==> src/rtl/countdown_ctrl_if.sv <==
// countdown_ctrl_if: push-button flag handshake plus countdown status bundle.
//   PB0_flag/PB1_flag : sticky event flags from the button-event block
//   PB0_read/PB1_read : one-cycle clear pulses back to the button-event block
//   count             : remaining seconds (CNT_W bits)
//   running/expired   : state decodes (RUN / DONE)
//   done_pulse        : one-cycle pulse on entry to DONE
// master = button-event / display side, slave = countdown_ctrl.
interface countdown_ctrl_if #(
  parameter int unsigned CNT_W = 7
);
  logic             PB0_flag;
  logic             PB1_flag;
  logic             PB0_read;
  logic             PB1_read;
  logic [CNT_W-1:0] count;
  logic             running;
  logic             expired;
  logic             done_pulse;

  modport master (
    output PB0_flag, PB1_flag,
    input  PB0_read, PB1_read, count, running, expired, done_pulse
  );

  modport slave (
    input  PB0_flag, PB1_flag,
    output PB0_read, PB1_read, count, running, expired, done_pulse
  );
endinterface

==> src/rtl/countdown_ctrl.sv <==
// countdown_ctrl: seconds countdown driven by push-button event flags.
//   clk  : system clock, rising edge
//   rst  : synchronous active-high reset
//   bus  : countdown_ctrl_if.slave (flags in, read pulses and status out)
// PB0 = start/pause, PB1 = reload. A flag is consumed by returning a
// registered one-cycle read pulse; the pulse itself masks the flag for that
// cycle so one edge never yields two events.
//
// state    | meaning
// ---------+------------------------------------------------
// ST_IDLE  | loaded with START_SEC, prescaler cleared, waiting for PB0
// ST_RUN   | prescaler counting, count decrements once per second
// ST_PAUSE | count and prescaler frozen (partial second kept)
// ST_DONE  | count reached 0, only PB1 (reload) leaves
module countdown_ctrl #(
  parameter int unsigned CLK_HZ    = 50_000_000,
  parameter int unsigned START_SEC = 60,
  parameter int unsigned CNT_W     = 7
) (
  input  logic               clk,
  input  logic               rst,
  countdown_ctrl_if.slave    bus
);

  localparam int unsigned      PS_W       = (CLK_HZ > 1) ? $clog2(CLK_HZ) : 1;
  localparam logic [PS_W-1:0]  PS_MAX     = PS_W'(CLK_HZ - 1);
  localparam logic [CNT_W-1:0] CNT_RELOAD = CNT_W'(START_SEC);
  localparam logic [CNT_W-1:0] CNT_ONE    = CNT_W'(1);

  typedef enum logic [1:0] {
    ST_IDLE,
    ST_RUN,
    ST_PAUSE,
    ST_DONE
  } state_e;

  state_e           state_q, state_d;
  logic [CNT_W-1:0] count_q, count_d;
  logic [PS_W-1:0]  presc_q, presc_d;
  logic             pb0_read_q, pb0_read_d;
  logic             pb1_read_q, pb1_read_d;
  logic             running_q, running_d;
  logic             expired_q, expired_d;
  logic             done_pulse_q, done_pulse_d;

  logic             acc0, acc1, tick;

  // A flag seen while its read pulse is high is the edge being cleared.
  assign acc0 = bus.PB0_flag & ~pb0_read_q;
  assign acc1 = bus.PB1_flag & ~pb1_read_q;
  assign tick = (state_q == ST_RUN) && (presc_q == PS_MAX);

  always_ff @(posedge clk) begin
    if (rst) begin
      state_q      <= ST_IDLE;
      count_q      <= CNT_RELOAD;
      presc_q      <= '0;
      pb0_read_q   <= 1'b0;
      pb1_read_q   <= 1'b0;
      running_q    <= 1'b0;
      expired_q    <= 1'b0;
      done_pulse_q <= 1'b0;
    end else begin
      state_q      <= state_d;
      count_q      <= count_d;
      presc_q      <= presc_d;
      pb0_read_q   <= pb0_read_d;
      pb1_read_q   <= pb1_read_d;
      running_q    <= running_d;
      expired_q    <= expired_d;
      done_pulse_q <= done_pulse_d;
    end
  end

  always_comb begin
    state_d    = state_q;
    count_d    = count_q;
    presc_d    = presc_q;
    pb0_read_d = acc0;
    pb1_read_d = acc1;

    case (state_q)
      ST_IDLE: begin
        presc_d = '0;
        if (acc0) state_d = ST_RUN;
      end
      ST_RUN: begin
        if (tick) begin
          presc_d = '0;
          if (count_q > CNT_ONE) begin
            count_d = count_q - CNT_ONE;
          end else begin
            count_d = '0;
            state_d = ST_DONE;
          end
        end else begin
          presc_d = presc_q + 1'b1;
        end
        // The tick is applied first; a pause cannot pull us out of DONE.
        if (acc0 && (state_d == ST_RUN)) state_d = ST_PAUSE;
      end
      ST_PAUSE: begin
        if (acc0) state_d = ST_RUN;
      end
      ST_DONE: begin
        presc_d = '0;
      end
      default: begin
        state_d = ST_IDLE;
      end
    endcase

    // Reload overrides everything, including a same-cycle tick or PB0.
    if (acc1) begin
      state_d = ST_IDLE;
      count_d = CNT_RELOAD;
      presc_d = '0;
    end

    running_d    = (state_d == ST_RUN);
    expired_d    = (state_d == ST_DONE);
    done_pulse_d = (state_d == ST_DONE) && (state_q != ST_DONE);
  end

  assign bus.PB0_read   = pb0_read_q;
  assign bus.PB1_read   = pb1_read_q;
  assign bus.count      = count_q;
  assign bus.running    = running_q;
  assign bus.expired    = expired_q;
  assign bus.done_pulse = done_pulse_q;

endmodule

==> src/flat_wrapper.sv <==
// flat-port wrapper written by rule: the top's interface ports become plain ports
module countdown_ctrl_flat 
#(
  parameter int unsigned CLK_HZ    = 50_000_000,
  parameter int unsigned START_SEC = 60,
  parameter int unsigned CNT_W     = 7
)
  (clk, rst, bus_PB0_flag, bus_PB1_flag, bus_PB0_read, bus_PB1_read, bus_count, bus_running, bus_expired, bus_done_pulse);
  countdown_ctrl_if #(.CNT_W(CNT_W)) bus_i ();
  input  logic clk;
  input  logic rst;
  input wire logic [$bits(bus_i.PB0_flag)-1:0] bus_PB0_flag;
  input wire logic [$bits(bus_i.PB1_flag)-1:0] bus_PB1_flag;
  output wire logic [$bits(bus_i.PB0_read)-1:0] bus_PB0_read;
  output wire logic [$bits(bus_i.PB1_read)-1:0] bus_PB1_read;
  output wire logic [$bits(bus_i.count)-1:0] bus_count;
  output wire logic [$bits(bus_i.running)-1:0] bus_running;
  output wire logic [$bits(bus_i.expired)-1:0] bus_expired;
  output wire logic [$bits(bus_i.done_pulse)-1:0] bus_done_pulse;
  assign bus_i.PB0_flag = bus_PB0_flag;
  assign bus_i.PB1_flag = bus_PB1_flag;
  assign bus_PB0_read = bus_i.PB0_read;
  assign bus_PB1_read = bus_i.PB1_read;
  assign bus_count = bus_i.count;
  assign bus_running = bus_i.running;
  assign bus_expired = bus_i.expired;
  assign bus_done_pulse = bus_i.done_pulse;
  countdown_ctrl #(.CLK_HZ(CLK_HZ), .START_SEC(START_SEC), .CNT_W(CNT_W)) u_core (.clk(clk), .rst(rst), .bus(bus_i));
endmodule
==> config.mk <==
export PLATFORM = sky130hd
export DESIGN_NAME = countdown_ctrl_flat
export DESIGN_NICKNAME = d
export VERILOG_FILES = /design/src/rtl/countdown_ctrl_if.sv /design/src/rtl/countdown_ctrl.sv /design/src/flat_wrapper.sv
export SDC_FILE = /design/constraint.sdc
export NUM_CORES = 1
export LEC_CHECK = 0
export BUFFER_PORTS_ARGS = -buffer_cell sky130_fd_sc_hd__buf_4
export CAP_MARGIN = 20
export CORE_AREA = 2 2 74 76
export CTS_CLUSTER_SIZE = 25
export DETAILED_ROUTE_END_ITERATION = 10
export DIE_AREA = 0 0 76 78
export PLACE_DENSITY = 0.7
export SLEW_MARGIN = 20
export SYNTH_ARGS = -nofsm -noshare
export SYNTH_HDL_FRONTEND = slang
export SYNTH_SLANG_ARGS = --single-unit
==> constraint.sdc <==
create_clock -name clk -period 3.9 [get_ports clk]
set_input_delay 0 -clock clk [delete_from_list [all_inputs] [get_ports clk]]
set_output_delay 0 -clock clk [all_outputs]
set_load 0.005 [all_outputs]
==> impl_results.rst <==
.. list-table::
   :header-rows: 1

   * - Metric
     - Value
   * - Status
     - complete, no violations
   * - Required time reported for the critical path endpoint
     - 4080 ps
   * - Yosys reg bits
     - 40
   * - Post-Route Setup TNS
     - 0 ps
   * - Endpoints failing setup
     - 0
   * - Final worst path period need
     - 2320 ps
   * - Number of stages on the worst hold path
     - 3
   * - Hold_sp
     - bus_PB1_flag
   * - Async set or reset register ratio after synthesis
     - 0%
   * - Share of final-layout standard cells stronger than drive strength 1
     - between 10% and 20%
   * - Unrepaired setup endpoints after global routing
     - false
   * - Area of the die
     - 5930 um^2
   * - Highest ir drop seen on vdd
     - roughly 0.27 mV
   * - Remaining Overflow, GRT
     - 0
   * - Netlist Area Pre-Place
     - 2260 um^2
   * - Level count of the clock H-tree
     - 2
   * - Most numerous cell in the Yosys netlist
     - sky130_fd_sc_hd__dfxtp_1
   * - Number of ports placed on the die boundary
     - 16
   * - Endpoints failing hold
     - 0
   * - R2R Setup Slk
     - 1580 ps
   * - Number of antenna violations at the first check in global routing
     - 0
   * - Post-Synthesis Mean Instance Area
     - 8.46 um^2
   * - Critical path capture point type
     - flip-flop
   * - Leakage Power
     - 0.829 nW
   * - Area share of the largest cell type after synthesis
     - 35.5%
   * - Top FF cell, synth
     - sky130_fd_sc_hd__dfxtp_1
   * - DRT antenna net count
     - 0
   * - Cell area after layout
     - roughly 2500 um^2
   * - Transition time of the tightest slew-check pin
     - 740 ps
   * - HPWL after DPL
     - between 3000 and 4000 um
   * - Latest clock arrival within the worst-skew pair
     - 290 ps
   * - Fin cells
     - 349
   * - Total number of vias
     - 2,049
   * - Clock sink total
     - 40
   * - Commonest cells post-synth
     - sky130_fd_sc_hd__dfxtp_1 (40), sky130_fd_sc_hd__nand2_1 (24), sky130_fd_sc_hd__a31oi_1 (19)
   * - Number of rows created at floorplan
     - 26
   * - Sort of element at the start of the critical path
     - flip-flop
   * - Hold endpoint
     - u_core.bus.PB1_read
   * - Worst reg2reg endpoint
     - u_core.presc_q[23]
   * - Initial Util
     - 44.8%
   * - Distinct cell type count after synthesis
     - 51
   * - Height of the die
     - 78 um
   * - GRT Overall Usage
     - 18.7%
   * - Maximum number of pins on one net before global-route repair
     - 30
   * - Warnings, synthesis
     - 0
   * - Root buf cell
     - sky130_fd_sc_hd__clkbuf_8
   * - Number of global-route vias before repair
     - ~2k
   * - Critical path peak fanout
     - 29
   * - Total wire length
     - 5200 um
   * - Launch instance of the worst register-to-register path
     - u_core.state_q[1]
   * - Clock skew after layout
     - 6.34 ps
   * - Number of antenna repair diodes
     - 0
   * - Top cells by area, synth
     - sky130_fd_sc_hd__dfxtp_1 (35%), sky130_fd_sc_hd__a31oi_1 (5.3%), sky130_fd_sc_hd__ha_1 (5.0%), sky130_fd_sc_hd__nand2_1 (4.0%), sky130_fd_sc_hd__nand4_1 (3.9%)
   * - Pwr dens
     - just under 300 nW/um^2
   * - Hold WC Path Type
     - in2reg
   * - Number of synthesized flops with an enable pin
     - 0
   * - Routed WL per cell
     - 14.9 um
   * - Period Utilization, post-route
     - 59.6%
   * - TritonCTS clock tree
     - yes
   * - Part of the Yosys area used for sequential elements
     - 35.5%
   * - Max-cap viol count
     - 0
   * - Post-CTS repair timing setup buffer count
     - 0
   * - Area growth, synth to finish
     - 10.7%
   * - Synth Net Count
     - 280
   * - Violation count after the first detailed-route iteration
     - 113
   * - Clock-pin slew of the registers on the worst-case setup and hold paths
     - around 80 ps
   * - DRC Markers
     - 0
   * - Placed Instances
     - 339
   * - Placed cell area
     - about 2400 um^2
   * - Gate Count Post-Synth
     - 267
   * - Post-DR vias/cell
     - 5.87
   * - Post-synthesis cell type with the largest combined area
     - sky130_fd_sc_hd__dfxtp_1
   * - Path type of the worst setup path
     - reg2reg
   * - Cts bufs inserted
     - 5
   * - Fmax
     - 0.430 GHz
   * - Core Box Area
     - roughly 5000 um^2
   * - Global placer's final weighted congestion
     - 0.828
   * - Wire length of the first global-routing pass
     - 9160 um
   * - Worst max-slew margin expressed relative to the limit
     - 50.2%
   * - Number of cells on the worst reg-to-reg path
     - 8
   * - Count of pins over their slew limit
     - 0
   * - Detailed Routing Iterations Pass 1
     - 5
   * - Crit path arrival time
     - 2500 ps
   * - Die extent in x
     - 76 um
   * - Number of buffers inserted by port buffering
     - 15
   * - Clock buffer depth
     - 2
   * - Final #Nets
     - 291
## stage by stage
step	hold slack (ps)	setup slack (ps)	utilization [%]	power, mW
4_1_cts	152	1590	49.6	0.746
3_5_place_dp	202	1610	47.4	0.460
2_1_floorplan	71.6	2020	-	0.450
5_1_grt	163	1340	49.6	0.766
6_report	155	1580	49.6	0.744
3_3_place_gp	201	1760	47.4	0.460
## worst max path at each step
| stage | to | slack (ps) | start |
|---|---|---|---|
| 6_report | u_core.presc_q[23] | 1580 | u_core.state_q[1] |
| 5_1_grt | u_core.presc_q[23] | 1340 | u_core.state_q[1] |
| 4_1_cts | u_core.presc_q[23] | 1590 | u_core.state_q[1] |
| 3_5_place_dp | u_core.presc_q[23] | 1610 | u_core.state_q[1] |
| 3_3_place_gp | u_core.presc_q[23] | 1760 | u_core.state_q[0] |
| 2_1_floorplan | u_core.presc_q[12] | 2020 | u_core.state_q[0] |
## sequential cells by signal, indices dropped and copies added (netlist names)
signal	cells
u_core.state_q	2
u_core.presc_q	26
u_core.bus.PB1_read	1
u_core.bus.PB0_read	1
u_core.bus.running	1
u_core.bus.count	7
u_core.bus.expired	1
u_core.bus.done_pulse	1
## critical path: stages (launching register included)
cell and delay, ps:
sky130_fd_sc_hd__dfxtp_1 390, sky130_fd_sc_hd__inv_1 130, sky130_fd_sc_hd__ha_1 290, sky130_fd_sc_hd__nand2_1 90
sky130_fd_sc_hd__nor3_1 220, sky130_fd_sc_hd__nand4_1 390, sky130_fd_sc_hd__buf_4 380, sky130_fd_sc_hd__nand2_1 190
sky130_fd_sc_hd__o211ai_1 120
## power by group
part	internal (mW)	leakage, nW	switching (mW)
Combinational	0.0159	0.461	0.0230
Clock	0.145	0.0455	0.147
Sequential	0.411	0.323	0.00277
Total	0.571	0.829	0.173
## layout by cell type (no fill, tap or decap), types with 4 or more instances in the layout
cell type | netlist | layout
sky130_fd_sc_hd__and3_1 | 4 | 4
sky130_fd_sc_hd__nand3b_1 | 5 | 5
sky130_fd_sc_hd__nor3_1 | 9 | 9
sky130_fd_sc_hd__or3_1 | 4 | 4
sky130_fd_sc_hd__nand3_1 | 16 | 16
sky130_fd_sc_hd__ha_1 | 9 | 9
sky130_fd_sc_hd__buf_4 | 0 | 17
sky130_fd_sc_hd__dfxtp_1 | 40 | 40
sky130_fd_sc_hd__clkbuf_8 | 0 | 6
sky130_fd_sc_hd__a31oi_1 | 19 | 19
sky130_fd_sc_hd__mux2i_1 | 4 | 4
sky130_fd_sc_hd__nand2_1 | 24 | 24
sky130_fd_sc_hd__or4_1 | 5 | 5
sky130_fd_sc_hd__inv_1 | 10 | 10
sky130_fd_sc_hd__o211ai_1 | 4 | 4
sky130_fd_sc_hd__a21oi_1 | 14 | 14
sky130_fd_sc_hd__nor2_1 | 14 | 14
sky130_fd_sc_hd__o21ai_0 | 7 | 7
sky130_fd_sc_hd__nor4_1 | 5 | 5
sky130_fd_sc_hd__nand4_1 | 14 | 14
## repair_timing
action	CTS	global route
hold buffers	2	0
hold endpoints to repair	3	0
gates resized for setup	0	0
## metal layers
metal  wire length, um  up-vias  track usage, %
li1                  -     1018               -
met5                 0        -               0
met4                68        0            6.91
met1              2460      975            23.5
met3               266        6            3.72
met2              2410       50            31.7
## layout make-up
class | count | area, um^2
Clock buffer | 8 | 90.1
Multi-Input combinational cell | 202 | 1340
Tap cell | 70 | 87.6
Inverter | 10 | 37.5
Sequential cell | 40 | 801
Fill cell | 475 | 2540
Timing Repair Buffer | 19 | 148
## cells by family after synthesis
family	count (synthesis)	synth area share (%)
flip-flops	40	35.5
AO/OA/AOI/OAI	57	16.4
XOR/XNOR	5	1.94
multiplexers	4	1.77
adder cells (fa/ha/maj)	9	4.99
buffers and inverters	25	5.37
AND/OR/NAND/NOR	127	34.1
(Power assumes the default switching activity.)
